`config.mk`:
```
export PLATFORM = sky130hd
export DESIGN_NAME = reg_stack_ctrl_flat
export DESIGN_NICKNAME = d
export VERILOG_FILES = /design/src/rtl/reg_stack_ctrl_if.sv /design/src/rtl/reg_stack_ctrl.sv /design/src/flat_wrapper.sv
export SDC_FILE = /design/constraint.sdc
export NUM_CORES = 1
export LEC_CHECK = 0
export BUFFER_PORTS_ARGS = -buffer_cell sky130_fd_sc_hd__buf_2
export CAP_MARGIN = 20
export CORE_MARGIN = 8
export CORE_UTILIZATION = 40
export CTS_CLUSTER_DIAMETER = 60
export DETAILED_ROUTE_END_ITERATION = 8
export HOLD_SLACK_MARGIN = 0.12
export PLACE_DENSITY_LB_ADDON = 0.05
export SLEW_MARGIN = 0
export SYNTH_ARGS = -nofsm -noshare
export SYNTH_HDL_FRONTEND = slang
export SYNTH_SLANG_ARGS = --single-unit
```
`constraint.sdc`:
```
create_clock -name clk -period 2.12 [get_ports clk]
set_input_delay 0.212 -clock clk [delete_from_list [all_inputs] [get_ports clk]]
set_output_delay 0.212 -clock clk [all_outputs]
set_load 0.01 [all_outputs]
```
`src/rtl/reg_stack_ctrl_if.sv`:
```
// Request/status bundle between a register file and its frame-stack controller.
// The master side issues push/pop/err_clr; the slave side is the controller.
interface reg_stack_ctrl_if #(
  parameter int AW = 5
);
  logic          push;
  logic          pop;
  logic          err_clr;
  logic [AW-1:0] addr;
  logic          wren;
  logic          restore;
  logic [AW:0]   sp;
  logic          empty;
  logic          full;
  logic          busy;
  logic          ovf;
  logic          unf;

  modport master (
    output push, pop, err_clr,
    input  addr, wren, restore, sp, empty, full, busy, ovf, unf
  );

  modport slave (
    input  push, pop, err_clr,
    output addr, wren, restore, sp, empty, full, busy, ovf, unf
  );
endinterface

```
`src/rtl/reg_stack_ctrl.sv`:
```
// Frame-stack controller: sequences whole-register-file save (push) and restore (pop)
// through external synchronous-read stack RAMs, tracking occupancy and sticky errors.
module reg_stack_ctrl #(
  parameter int DEPTH = 32,
  parameter int AW    = 5
) (
  input logic            clk,
  input logic            rst_n,
  reg_stack_ctrl_if.slave bus
);

  typedef enum logic [1:0] {
    IDLE,
    PUSH_WR,
    POP_RD,
    POP_WB
  } state_t;

  localparam logic [AW:0] SP_FULL = (AW+1)'(DEPTH);
  localparam logic [AW:0] SP_ONE  = (AW+1)'(1);

  state_t        state_q, state_d;
  logic [AW:0]   sp_q, sp_d;
  logic [AW:0]   sp_dec;
  logic [AW-1:0] addr_q, addr_d;
  logic          wren_q, wren_d;
  logic          restore_q, restore_d;
  logic          ovf_q, ovf_d;
  logic          unf_q, unf_d;
  logic          empty_w, full_w;

  assign empty_w = (sp_q == '0);
  assign full_w  = (sp_q == SP_FULL);
  assign sp_dec  = sp_q - SP_ONE;

  // NOTE: every output of this block gets a default first, so no path leaves a latch.
  always_comb begin
    state_d   = state_q;
    sp_d      = sp_q;
    addr_d    = addr_q;
    wren_d    = 1'b0;
    restore_d = 1'b0;
    // A new error in the same cycle overrides the clear below.
    ovf_d     = ovf_q & ~bus.err_clr;
    unf_d     = unf_q & ~bus.err_clr;

    case (state_q)
      IDLE: begin
        if (bus.push) begin
          if (full_w) begin
            ovf_d = 1'b1;
          end else begin
            state_d = PUSH_WR;
            addr_d  = sp_q[AW-1:0];
            wren_d  = 1'b1;
          end
        end else if (bus.pop) begin
          if (empty_w) begin
            unf_d = 1'b1;
          end else begin
            state_d = POP_RD;
            sp_d    = sp_dec;
            addr_d  = sp_dec[AW-1:0];
          end
        end
      end
      PUSH_WR: begin
        sp_d    = sp_q + SP_ONE;
        state_d = IDLE;
      end
      POP_RD: begin
        // RAMs latch the address this cycle; their data is valid next cycle.
        restore_d = 1'b1;
        state_d   = POP_WB;
      end
      POP_WB: begin
        state_d = IDLE;
      end
      default: begin
        state_d = IDLE;
      end
    endcase
  end

  // NOTE: sequential state uses non-blocking assignments so all registers update together.
  always_ff @(posedge clk or negedge rst_n) begin
    if (!rst_n) begin
      state_q   <= IDLE;
      sp_q      <= '0;
      addr_q    <= '0;
      wren_q    <= 1'b0;
      restore_q <= 1'b0;
      ovf_q     <= 1'b0;
      unf_q     <= 1'b0;
    end else begin
      state_q   <= state_d;
      sp_q      <= sp_d;
      addr_q    <= addr_d;
      wren_q    <= wren_d;
      restore_q <= restore_d;
      ovf_q     <= ovf_d;
      unf_q     <= unf_d;
    end
  end

  assign bus.addr    = addr_q;
  assign bus.wren    = wren_q;
  assign bus.restore = restore_q;
  assign bus.sp      = sp_q;
  assign bus.empty   = empty_w;
  assign bus.full    = full_w;
  assign bus.busy    = (state_q != IDLE);
  assign bus.ovf     = ovf_q;
  assign bus.unf     = unf_q;

endmodule
```
`src/flat_wrapper.sv`:
```
// flat-port wrapper written by rule: the top's interface ports become plain ports
module reg_stack_ctrl_flat 
#(
  parameter int DEPTH = 32,
  parameter int AW    = 5
)
  (clk, rst_n, bus_push, bus_pop, bus_err_clr, bus_addr, bus_wren, bus_restore, bus_sp, bus_empty, bus_full, bus_busy, bus_ovf, bus_unf);
  reg_stack_ctrl_if #(.AW(AW)) bus_i ();
  input logic clk;
  input logic rst_n;
  input wire logic [$bits(bus_i.push)-1:0] bus_push;
  input wire logic [$bits(bus_i.pop)-1:0] bus_pop;
  input wire logic [$bits(bus_i.err_clr)-1:0] bus_err_clr;
  output wire logic [$bits(bus_i.addr)-1:0] bus_addr;
  output wire logic [$bits(bus_i.wren)-1:0] bus_wren;
  output wire logic [$bits(bus_i.restore)-1:0] bus_restore;
  output wire logic [$bits(bus_i.sp)-1:0] bus_sp;
  output wire logic [$bits(bus_i.empty)-1:0] bus_empty;
  output wire logic [$bits(bus_i.full)-1:0] bus_full;
  output wire logic [$bits(bus_i.busy)-1:0] bus_busy;
  output wire logic [$bits(bus_i.ovf)-1:0] bus_ovf;
  output wire logic [$bits(bus_i.unf)-1:0] bus_unf;
  assign bus_i.push = bus_push;
  assign bus_i.pop = bus_pop;
  assign bus_i.err_clr = bus_err_clr;
  assign bus_addr = bus_i.addr;
  assign bus_wren = bus_i.wren;
  assign bus_restore = bus_i.restore;
  assign bus_sp = bus_i.sp;
  assign bus_empty = bus_i.empty;
  assign bus_full = bus_i.full;
  assign bus_busy = bus_i.busy;
  assign bus_ovf = bus_i.ovf;
  assign bus_unf = bus_i.unf;
  reg_stack_ctrl #(.DEPTH(DEPTH), .AW(AW)) u_core (.clk(clk), .rst_n(rst_n), .bus(bus_i));
endmodule
```
# Yosys cells after proc, flatten, opt, wreduce, memory -nomap -nowiden
# Cells that the tools add are included.
word_totals:
  wordCells: 57
  reg_bits: 17
classes:
  bitwise_logic: 3
  add_sub_neg: 2
  eq_ne: 12
  n_mux: 24
  reduce_logical: 9
op_table:
  columns: ["op", "count"]
  rows:
  - ["5-bit 2-to-1 mux", 4]
  - ["6-bit 2-to-1 mux", 3]
  - ["6-bit case mux with 2 select lines", 1]
  - ["1-bit 2-to-1 mux", 11]
  - ["2-bit != test, second input constant", 5]
  - ["3-bit != test, second input constant", 3]
  - ["2-bit 2-to-1 mux", 4]
  - ["4-bit AND reduction", 2]
  - ["6-bit by 1-bit adder with 6-bit output, second input constant", 1]
  - ["6-bit equality test, second input constant", 1]
  - ["6-bit zero test", 1]
  - ["2-bit case mux with 3 select lines", 1]
  - ["2-bit nonzero test", 3]
  - ["6-bit by 1-bit subtractor with 6-bit output, second input constant", 1]
  - ["2-bit equality test, second input constant", 2]
  - ["3-bit AND reduction", 1]
  - ["1-bit bitwise AND", 2]
  - ["2-bit by 1-bit equality test with 1-bit output, second input constant", 1]
  - ["2-bit zero test", 1]
  - ["2-bit OR reduction", 1]
  - ["1-bit inverter", 1]

# Logic depth before layout (Yosys ltp)
# Gate-level depths: netlist of run 1.
depth:
  depth_word: 6
  ltp_mapped: 6
  mapped_depth_nobuf: 6

# Worst setup path after synthesis of run 1
# No wires, ideal clock.
synth_path:
  path_type: "reg-to-reg"
  startpoint: "register u_core.sp_q[0] (netlist: u_core.bus.sp[0])"
  endpoint: "register u_core.addr_q[0] (netlist: u_core.bus.addr[0])"
  arrival_ns: 1.771
  slack_ns: 0.224
  synth_period_minus_slack_ns: 1.896
  path_stages_with_launch: 7
  required_time_ns: 1.995
  cell_sequence: "dfrtp_1 > inv_1 > ha_1 > nor4b_4 > a21o_4 > nor2b_4 > mux2_4"
synth_between:
  elab_chain_len: 4
  elab_cells_between_ends: 10
  cone_classes: "1 x add/sub; 3 x eq/ne; 4 x mux; 2 x reduce/logical"
synth_lines:
  columns: ["element", "line", "source"]
  rows:
  - ["start: declaration", "reg_stack_ctrl.sv:23", "logic [AW:0] sp_q, sp_d;"]
  - ["start signal: assignment", "reg_stack_ctrl.sv:97", "sp_q <= sp_d;"]
  - ["6-bit by 1-bit subtractor with 6-bit output", "reg_stack_ctrl.sv:34", "assign sp_dec = sp_q - SP_ONE;"]
  - ["5-bit 2-to-1 mux", "reg_stack_ctrl.sv:58", "if (empty_w) begin"]
  - ["5-bit 2-to-1 mux", "reg_stack_ctrl.sv:57", "end else if (bus.pop) begin"]
  - ["5-bit 2-to-1 mux", "reg_stack_ctrl.sv:49", "if (bus.push) begin"]
  - ["end signal: assignment", "reg_stack_ctrl.sv:98", "addr_q <= addr_d;"]
  - ["end: declaration", "reg_stack_ctrl.sv:25", "logic [AW-1:0] addr_q, addr_d;"]
# Several ways; a longest one is shown, not always the timed one. The select of a mux whose other input is x is not followed.
# A chain may end at the register's enable or synchronous reset.

# Worst setup path after layout of run 1
# Ends and elaborated chain as after synthesis.

==> metrics.cfg, run 1 <==
[status]
status = completed

[critical_path]
endpoint_kind = flip-flop
r2r-end = u_core.bus.addr[0]
cp-start-kind = flip-flop
reg2reg_from = u_core.bus.sp[0]
r2r_setup_slack_ns = 0.20
startpoint = u_core.bus.sp[0]
path_max_fanout = 5
worst-setup-path-type = flip-flop to flip-flop
critPathRequiredTime_ns = 2.29
cp.arrival_ns = 2.10
ff2ff_path_depth = 6

[power_and_ir_drop]
power_leakage_nw = 0.594
ir_drop_mv = 0.726
p_total_w = 0.00180
power_density_mw_per_mm2 = 1530

[detailed_routing]
drc_errors = 0
vias = 707
first_iter_violations = 5
drt-pass1-iter-count = 4
wl_per_cell_um = 14.3
routed_via_density = 4.84
drt-total-wl_mm = 2.09
postRouteAntennaNets = 0

[sta]
drv_slew = 0
hold_viol_final = 0
worst_slack_ns = 0.199
finClkSkew_ns = 0.0112
fmax_mhz = 521
finalCriticalPeriod_ns = 1.92
maxSlewHeadroom_pct = 69.1
rsz0062_at_grt = no
worst_pin_slew_ns = 0.463
tns_ns = 0
finalSetupViolCount = 0
post-route-period-util_pct = 90.6

[clocking]
clock_sinks = 17
cts-buffers-inserted = 3
htree_num_levels = 1
clock_path_buffers = 2
clock_latency_ns = 0.29
post_cts_buffers = 0
root_buffer = clkbuf_4
cts_tree = done
path_clk_slew_ns = 0.11

[yosys]
syn_area_um2 = 956
synth_cell_types = 31
yosysSeqAreaShare_pct = 44.5
postSynthAreaPerCell_um2 = 10.9
syn-num-nets = 96
syn_inst = 88
ys_warn_count = 0
ys_seq_elements = 17

[layout]
drive_above_1_share_pct = 39.0
final_cell_mix = buf_2, dfrtp_1, inv_1
fill_cells = 210
num_antenna_cells = 0
layout_commonest_cell = buf_2
regArea_um2 = 425
nNetsFinal = 127
multi_input_comb_area_um2 = 478
syn_to_final_growth_pct = 22.9

[place]
place.gp.congestion = 0.797
dp_slack_ns = 0.220
port_buffers = 22
dp_hpwl_mm = 1.65

[global_routing]
grt_pass1_wl_mm = 3.71
antenna_found_initial = 0
grt_max_degree = 18
grt_pass1_vias = 744
grt_util_all_layers_pct = 10.7
grt.overflow.total = 0

[die]
die_h_um = 64.9
io_pins = 23
dieArea_mm2 = 0.00421
start_util_pct = 42.8
row_count = 17
die_w_um = 64.9
core_mm2 = 0.00223

[min_path]
holdPathStages = 3
min-delay-start = bus_pop
whs_endpoint = u_core.bus.unf
hp-class = input pin to flip-flop

[job]
maxCapViolCount = 0

-- routing by layer --
metal	wire [um]	up-vias	part of all wire [%]	global-route usage [%]
met5	0	-	0	0
met1	984	334	47	13.3
met4	0	0	0	2.45
met2	988	15	47	18.0
li1	-	358	-	-
met3	116	0	5.6	3.09
-- repair_timing --
action,in CTS,in global routing
endpoints found under the hold margin,19,0
gates resized for setup,0,0
hold buffers,2,0
-- synth_stat cells --
| cell | count | area [um^2] |
|---|---|---|
| a32o_1 | 1 | 10.0 |
| nor4_1 | 2 | 12.5 |
| clkbuf_1 | 1 | 3.75 |
| nor2b_4 | 1 | 13.8 |
| a221oi_2 | 1 | 15.0 |
| ha_1 | 3 | 37.5 |
| or3_1 | 1 | 6.26 |
| a21oi_2 | 1 | 8.76 |
| and4_1 | 1 | 8.76 |
| nor2b_1 | 1 | 6.26 |
| nor2_1 | 4 | 15.0 |
| mux2_4 | 5 | 75.1 |
| dfrtp_1 | 17 | 425 |
| o21ai_1 | 1 | 5.00 |
| o22ai_1 | 3 | 18.8 |
| o21ai_0 | 4 | 20.0 |
| nor4b_4 | 1 | 23.8 |
| nand2b_1 | 3 | 18.8 |
| buf_2 | 3 | 15.0 |
| nand4_1 | 1 | 6.26 |
| or2_2 | 1 | 6.26 |
| mux2i_1 | 1 | 10.0 |
| a21o_4 | 1 | 15.0 |
| or3b_2 | 2 | 17.5 |
| xnor2_1 | 5 | 43.8 |
| xor2_1 | 3 | 26.3 |
| o221ai_1 | 1 | 8.76 |
| nand2_1 | 8 | 30.0 |
| inv_1 | 9 | 33.8 |
| nand3_1 | 1 | 5.00 |
| or4b_4 | 1 | 13.8 |
-- worst max path at each step --
stage | to | slack, ns | cells past startpoint
finish | u_core.bus.addr[0] | 0.20 | 6
global route | u_core.bus.addr[0] | 0.09 | 6
CTS | u_core.bus.addr[0] | 0.19 | 6
detailed placement | u_core.bus.addr[0] | 0.22 | 6
global placement | u_core.bus.addr[4] | 0.26 | 6
floorplan | u_core.bus.addr[0] | 0.22 | 6
-- cell families after synthesis --
logic type                 count (synthesis)  synth area share (%)
muxes                                      6                  8.90
DFF                                       17                  44.5
buffers and inverters                     13                  5.50
xor gates and xnor gates                   8                  7.33
and+or+nand+nor                           28                  19.2
AOI/OAI and AO/OA                         13                  10.6
adders and majority gates                  3                  3.93
-- sequential cells by signal (all words and copies together) (netlist names) --
| register | flops |
|---|---|
| u_core.bus.addr | 5 |
| u_core.bus.restore | 1 |
| u_core.bus.wren | 1 |
| u_core.bus.unf | 1 |
| u_core.bus.sp | 6 |
| u_core.state_q | 2 |
| u_core.bus.ovf | 1 |
-- critical path, stage by stage, from the launching register on --
cell,delay [ns]
dfrtp_1,0.40
inv_1,0.12
ha_1,0.16
nor4b_4,0.36
a21o_4,0.21
nor2b_4,0.24
mux2_4,0.32
-- stage by stage --
stage | std cells | cell area [um^2] | hold WS [ns] | util [%]
final | 146 | 1170 | 0.326 | 52.6
after global routing | 146 | 1170 | 0.327 | 52.6
after CTS | 146 | 1170 | 0.314 | 52.6
after detailed placement | 140 | 1130 | 0.164 | 50.5
after global placement | 140 | 1130 | 0.152 | 50.5
after floorplan | 88 | 956 | -0.0836 | -
-- layout make-up --
class                      count  share of cell area, %
multi-input combinational     58                   40.7
inverter                       9                   2.88
timing repair buffer          30                   14.9
tap                           28                   2.98
clock inverter                 1                  0.426
sequential                    17                   36.2
clock buffer                   3                   1.92
-- report_power, final --
part	internal (W)	total, W	switching [W]
combinational	0.000517	0.00103	0.000515
clock	0.0000700	0.000177	0.000107
sequential	0.000467	0.000588	0.000121
Power figures use the tool's default switching activity.
==> run 2: changes to the inputs <==
--- a/config.mk
+++ b/config.mk
@@ -10,3 +10,3 @@
 export CORE_MARGIN = 8
-export CORE_UTILIZATION = 40
+export CORE_UTILIZATION = 47
 export CTS_CLUSTER_DIAMETER = 60
==> constraint.sdc (replaced) <==
create_clock -name clk -period 2.12 [get_ports clk]
set_input_delay 0.424 -clock clk [delete_from_list [all_inputs] [get_ports clk]]
set_output_delay 0.424 -clock clk [all_outputs]
set_load 0.01 [all_outputs]
==> run 2 against run 1 <==
Via count grew 4.0%. Die area shrank 11%. Utilization grew 8.1 points. Critical path type is now flip-flop to output port.
==> metrics.cfg, run 2 (synthesis results as in run 1) <==
[layout]
fin_area_mm2 = 0.00118
nNetsFinal = 128
final_cell_mix = buf_2, dfrtp_1, inv_1, nand2_1, buf_4
drive_above_1_share_pct = 41.2
num_antenna_cells = 0
largest_reg_flops = 6
fill_cells = 191
syn_to_final_growth_pct = 23.3
layout_commonest_cell = buf_2

[min_path]
hp-class = input pin to flip-flop

[place]
place.gp.congestion = 0.822
dp_hpwl_mm = 1.53
port_buffers = 22
placed_area_mm2 = 0.00112

[detailed_routing]
drt-total-wl_mm = 1.97
drt-pass1-iter-count = 4
vias = 735
postRouteAntennaNets = 0
wl_per_cell_um = 13.5
routed_via_density = 5.03
drc_errors = 0
first_iter_violations = 17

[critical_path]
worst-setup-path-type = flip-flop to output port
critPathRequiredTime_ns = 1.70
startpoint = u_core.bus.sp[1]
reg2reg_from = u_core.bus.sp[1]
cp.arrival_ns = 1.52
r2r_setup_slack_ns = 0.18
cp-start-kind = flip-flop
ff2ff_path_depth = 8
cp-endpoint = bus_full
path_max_fanout = 4
r2r-end = u_core.bus.addr[2]
endpoint_kind = output port

[sta]
fmax_mhz = 513
finalCriticalPeriod_ns = 1.95
rsz0062_at_grt = no
worst_pin_slew_ns = 0.428
maxSlewHeadroom_pct = 71.5
holdWs_ns = 0.311
hold_viol_final = 0
post-route-period-util_pct = 91.9
tns_ns = 0
drv_slew = 0
finClkSkew_ns = 0.00915
finalSetupViolCount = 0

[die]
die_w_um = 61.1
row_count = 16
core_mm2 = 0.00194
dieArea_mm2 = 0.00373
start_util_pct = 49.2
io_pins = 23
die_h_um = 61.1

[clocking]
path_clk_slew_ns = 0.10
root_buffer = clkbuf_4
clock_path_buffers = 2
clock_latency_ns = 0.30
htree_num_levels = 1
cts-buffers-inserted = 3
clock_sinks = 17
cts_tree = done

[global_routing]
grt_pass1_vias = 753
grt.overflow.total = 0
grt_pass1_wl_mm = 3.35
grt_max_degree = 18
antenna_found_initial = 0
grt_util_all_layers_pct = 12.1

[power_and_ir_drop]
ir_drop_mv = 0.843
power_density_mw_per_mm2 = 1510
power_leakage_nw = 0.600

[status]
status = completed

[job]
maxCapViolCount = 0

[run 2: cell types whose count changed in the layout (fill, tap and decap cells not counted)]
cell / before / now
buf_4: 6 / 8
dlygate4sd3_1: 2 / 1
inv_1: 9 / 8
inv_2: 0 / 1
[run 2: how the worst min path moves through the flow]
stage                start                 end  cells past startpoint
2_1_floorplan        rst_n  u_core.bus.addr[0]                      0
3_5_place_dp         rst_n      u_core.bus.ovf                      1
4_1_cts        bus_err_clr      u_core.bus.unf                      2
3_3_place_gp         rst_n  u_core.bus.restore                      1
6_report       bus_err_clr      u_core.bus.unf                      2
5_1_grt        bus_err_clr      u_core.bus.unf                      2
[run 2: critical path: stages (launching register included)]
cell and delay, ns:
dfrtp_1 0.39, inv_1 0.10, ha_1 0.15, nor4b_4 0.27
nand2_1 0.11, inv_1 0.08, buf_2 0.12
[run 2: area by class of cell]
| type | count | area (um^2) | share of cell area [%] |
|---|---|---|---|
| sequential | 17 | 425 | 36.1 |
| inverter | 9 | 33.8 | 2.87 |
| multi-input combinational | 58 | 478 | 40.6 |
| tap | 27 | 33.8 | 2.87 |
| clock inverter | 1 | 5.00 | 0.425 |
| clock buffer | 3 | 22.5 | 1.91 |
| timing repair buffer | 31 | 180 | 15.3 |
[run 2: stage by stage]
stage               cells  utilization (%)  setup WS [ns]  power [W]
floorplan              88                -          0.224    0.00128
CTS                   145             60.3          0.105    0.00180
finish                146             60.7          0.172    0.00178
detailed placement    138             57.6          0.174    0.00160
global route          146             60.7        0.00949    0.00193
global placement      138             57.6          0.180    0.00159
[run 2: timing repair]
action,4_1_cts,5_1_grt
hold buffers,1,0
buffers inserted,2,1
setup endpoints to repair,2,2
pin swaps,0,0
endpoints found under the hold margin,17,0
gates resized for setup,0,1
[run 2: report_power, final]
group | switching, W | leakage [nW] | internal (W)
registers | 0.000130 | 0.209 | 0.000467
logic | 0.000490 | 0.373 | 0.000516
clock network | 0.000105 | 0.0177 | 0.0000703
total | 0.000724 | 0.600 | 0.00105
[run 2: per-layer routing]
metal	GRT usage [%]	wire, um	up-vias
met5	0	0	-
met4	6.31	35	0
met3	2.51	95	5
met2	20.3	975	16
met1	14.0	861	350
li1	-	-	364
==> run 3: changes to the inputs <==
BUFFER_PORTS_ARGS = unset   (was -buffer_cell sky130_fd_sc_hd__buf_2)
DONT_BUFFER_PORTS = 1   (was unset)
SKIP_LAST_GASP = 1   (was unset)
==> run 3 against run 2 <==
Critical path depth fell by 1. Wire length fell by 0.25%. Final cell count fell by 16%. Non-clock buffer count fell by 24. Fmax fell by 3.4%. Total power fell by 6.5%.
==> metrics.cfg, run 3 (synthesis results as in run 1) <==
[sta]
drv_slew = 0
finalCriticalPeriod_ns = 2.02
hold_viol_final = 0
finClkSkew_ns = 0.000536
tns_ns = 0
fmax_mhz = 496
rsz0062_at_grt = no
finalSetupViolCount = 0
worst_pin_slew_ns = 0.737
post-route-period-util_pct = 95.1
holdWs_ns = 0.212
maxSlewHeadroom_pct = 50.7

[critical_path]
reg2reg_from = u_core.bus.sp[0]
cp.arrival_ns = 1.59
path_max_fanout = 5
startpoint = u_core.bus.sp[0]
endpoint_kind = output port
cp-start-kind = flip-flop
worst-setup-path-type = flip-flop to output port
critPathRequiredTime_ns = 1.70

[die]
die_h_um = 61.1
row_count = 16
start_util_pct = 49.2
dieArea_mm2 = 0.00373
io_pins = 23
core_mm2 = 0.00194
die_w_um = 61.1

[status]
status = completed

[global_routing]
grt_util_all_layers_pct = 11.3
grt.overflow.total = 0
grt_max_degree = 18
antenna_found_initial = 0
grt_pass1_wl_mm = 3.08
grt_pass1_vias = 636

[layout]
largest_reg_flops = 6
drive_above_1_share_pct = 24.2
nNetsFinal = 104
layout_commonest_cell = dfrtp_1
fill_cells = 178
syn_to_final_growth_pct = 10.1
num_antenna_cells = 0
final_cell_mix = dfrtp_1, inv_1, nand2_1

[detailed_routing]
vias = 633
drc_errors = 0
drt-total-wl_mm = 1.96
postRouteAntennaNets = 0
wl_per_cell_um = 16.1
drt-pass1-iter-count = 2
first_iter_violations = 6
routed_via_density = 5.19

[min_path]
min-delay-start = bus_err_clr
hp-class = input pin to flip-flop

[clocking]
cts-buffers-inserted = 3
cts_resized = 0
clock_latency_ns = 0.29
clock_sinks = 17
cts_tree = done
path_clk_slew_ns = 0.10
root_buffer = clkbuf_4
htree_num_levels = 1
clock_path_buffers = 2

[power_and_ir_drop]
power_density_mw_per_mm2 = 1580
ir_drop_mv = 0.713
power_leakage_nw = 0.491

[place]
place.gp.congestion = 0.811
port_buffers = 0
dp_hpwl_mm = 1.50

[job]
maxCapViolCount = 0

## run 3: changes by cell type in the layout (fill, tap and decap cells not counted), sizes merged
cell / previous run / this run
buf: 30 / 6
clkbuf: 3 / 4
clkinv: 1 / 0
## run 3: stage by stage
step                power [W]  util (%)  worst slack, ns  std cells  cell area (um^2)
detailed placement    0.00149      51.9            0.217        116              1010
global route          0.00178      54.2          0.00355        122              1050
global placement      0.00148      51.9            0.275        116              1010
CTS                   0.00168      53.8           0.0757        121              1040
floorplan             0.00128         -            0.224         88               956
finish                0.00166      54.2            0.103        122              1050
## run 3: routing by layer
metal  vias to the layer above  GRT usage [%]  routed length (um)
met5                         -              0                   0
met4                         0           5.98                  40
met3                         5           3.76                 137
met2                        14           17.5                 949
met1                       299           13.5                 833
li1                        315              -                   -
## run 3: area by class of cell
| class | instances | area [um^2] | share of cell area, % |
|---|---|---|---|
| clock buffers | 4 | 26.3 | 2.50 |
| inverters | 9 | 33.8 | 3.21 |
| multi-input cells | 58 | 478 | 45.4 |
| flip-flops and latches | 17 | 425 | 40.4 |
| well taps | 27 | 33.8 | 3.21 |
| repair buffers | 7 | 55.1 | 5.23 |
## run 3: critical path, stage by stage, from the launching register on
cell	delay [ns]
dfrtp_1	0.39
inv_1	0.12
ha_1	0.16
nor4b_4	0.35
nand2_1	0.14
inv_1	0.14
## run 3: where the power goes
group          internal (W)  leakage, nW  switching (W)
clock             0.0000733       0.0150       0.000104
sequential         0.000468        0.209       0.000168
combinational      0.000418        0.267       0.000431
total              0.000960        0.491       0.000702
## run 3: worst paths after layout
path / to / slack (ns) / cells after the start
worst max-delay path: bus_full / 0.10 / 5
worst min-delay path: u_core.bus.unf / 0.21 / 1
worst min register to register: u_core.bus.ovf / 0.59 / 2
max in group asynchronous: u_core.bus.sp[4] / 1.04 / 1
min in group asynchronous: u_core.bus.addr[3] / 0.63 / 1
worst max register to register: u_core.bus.addr[3] / 0.23 / 6
## run 3: timing repair
| action | CTS | global route |
|---|---|---|
| endpoints found under the hold margin | 17 | 0 |
| endpoints found under the setup margin | 0 | 2 |
| hold buffers | 1 | 0 |
| buffers inserted | 0 | 1 |
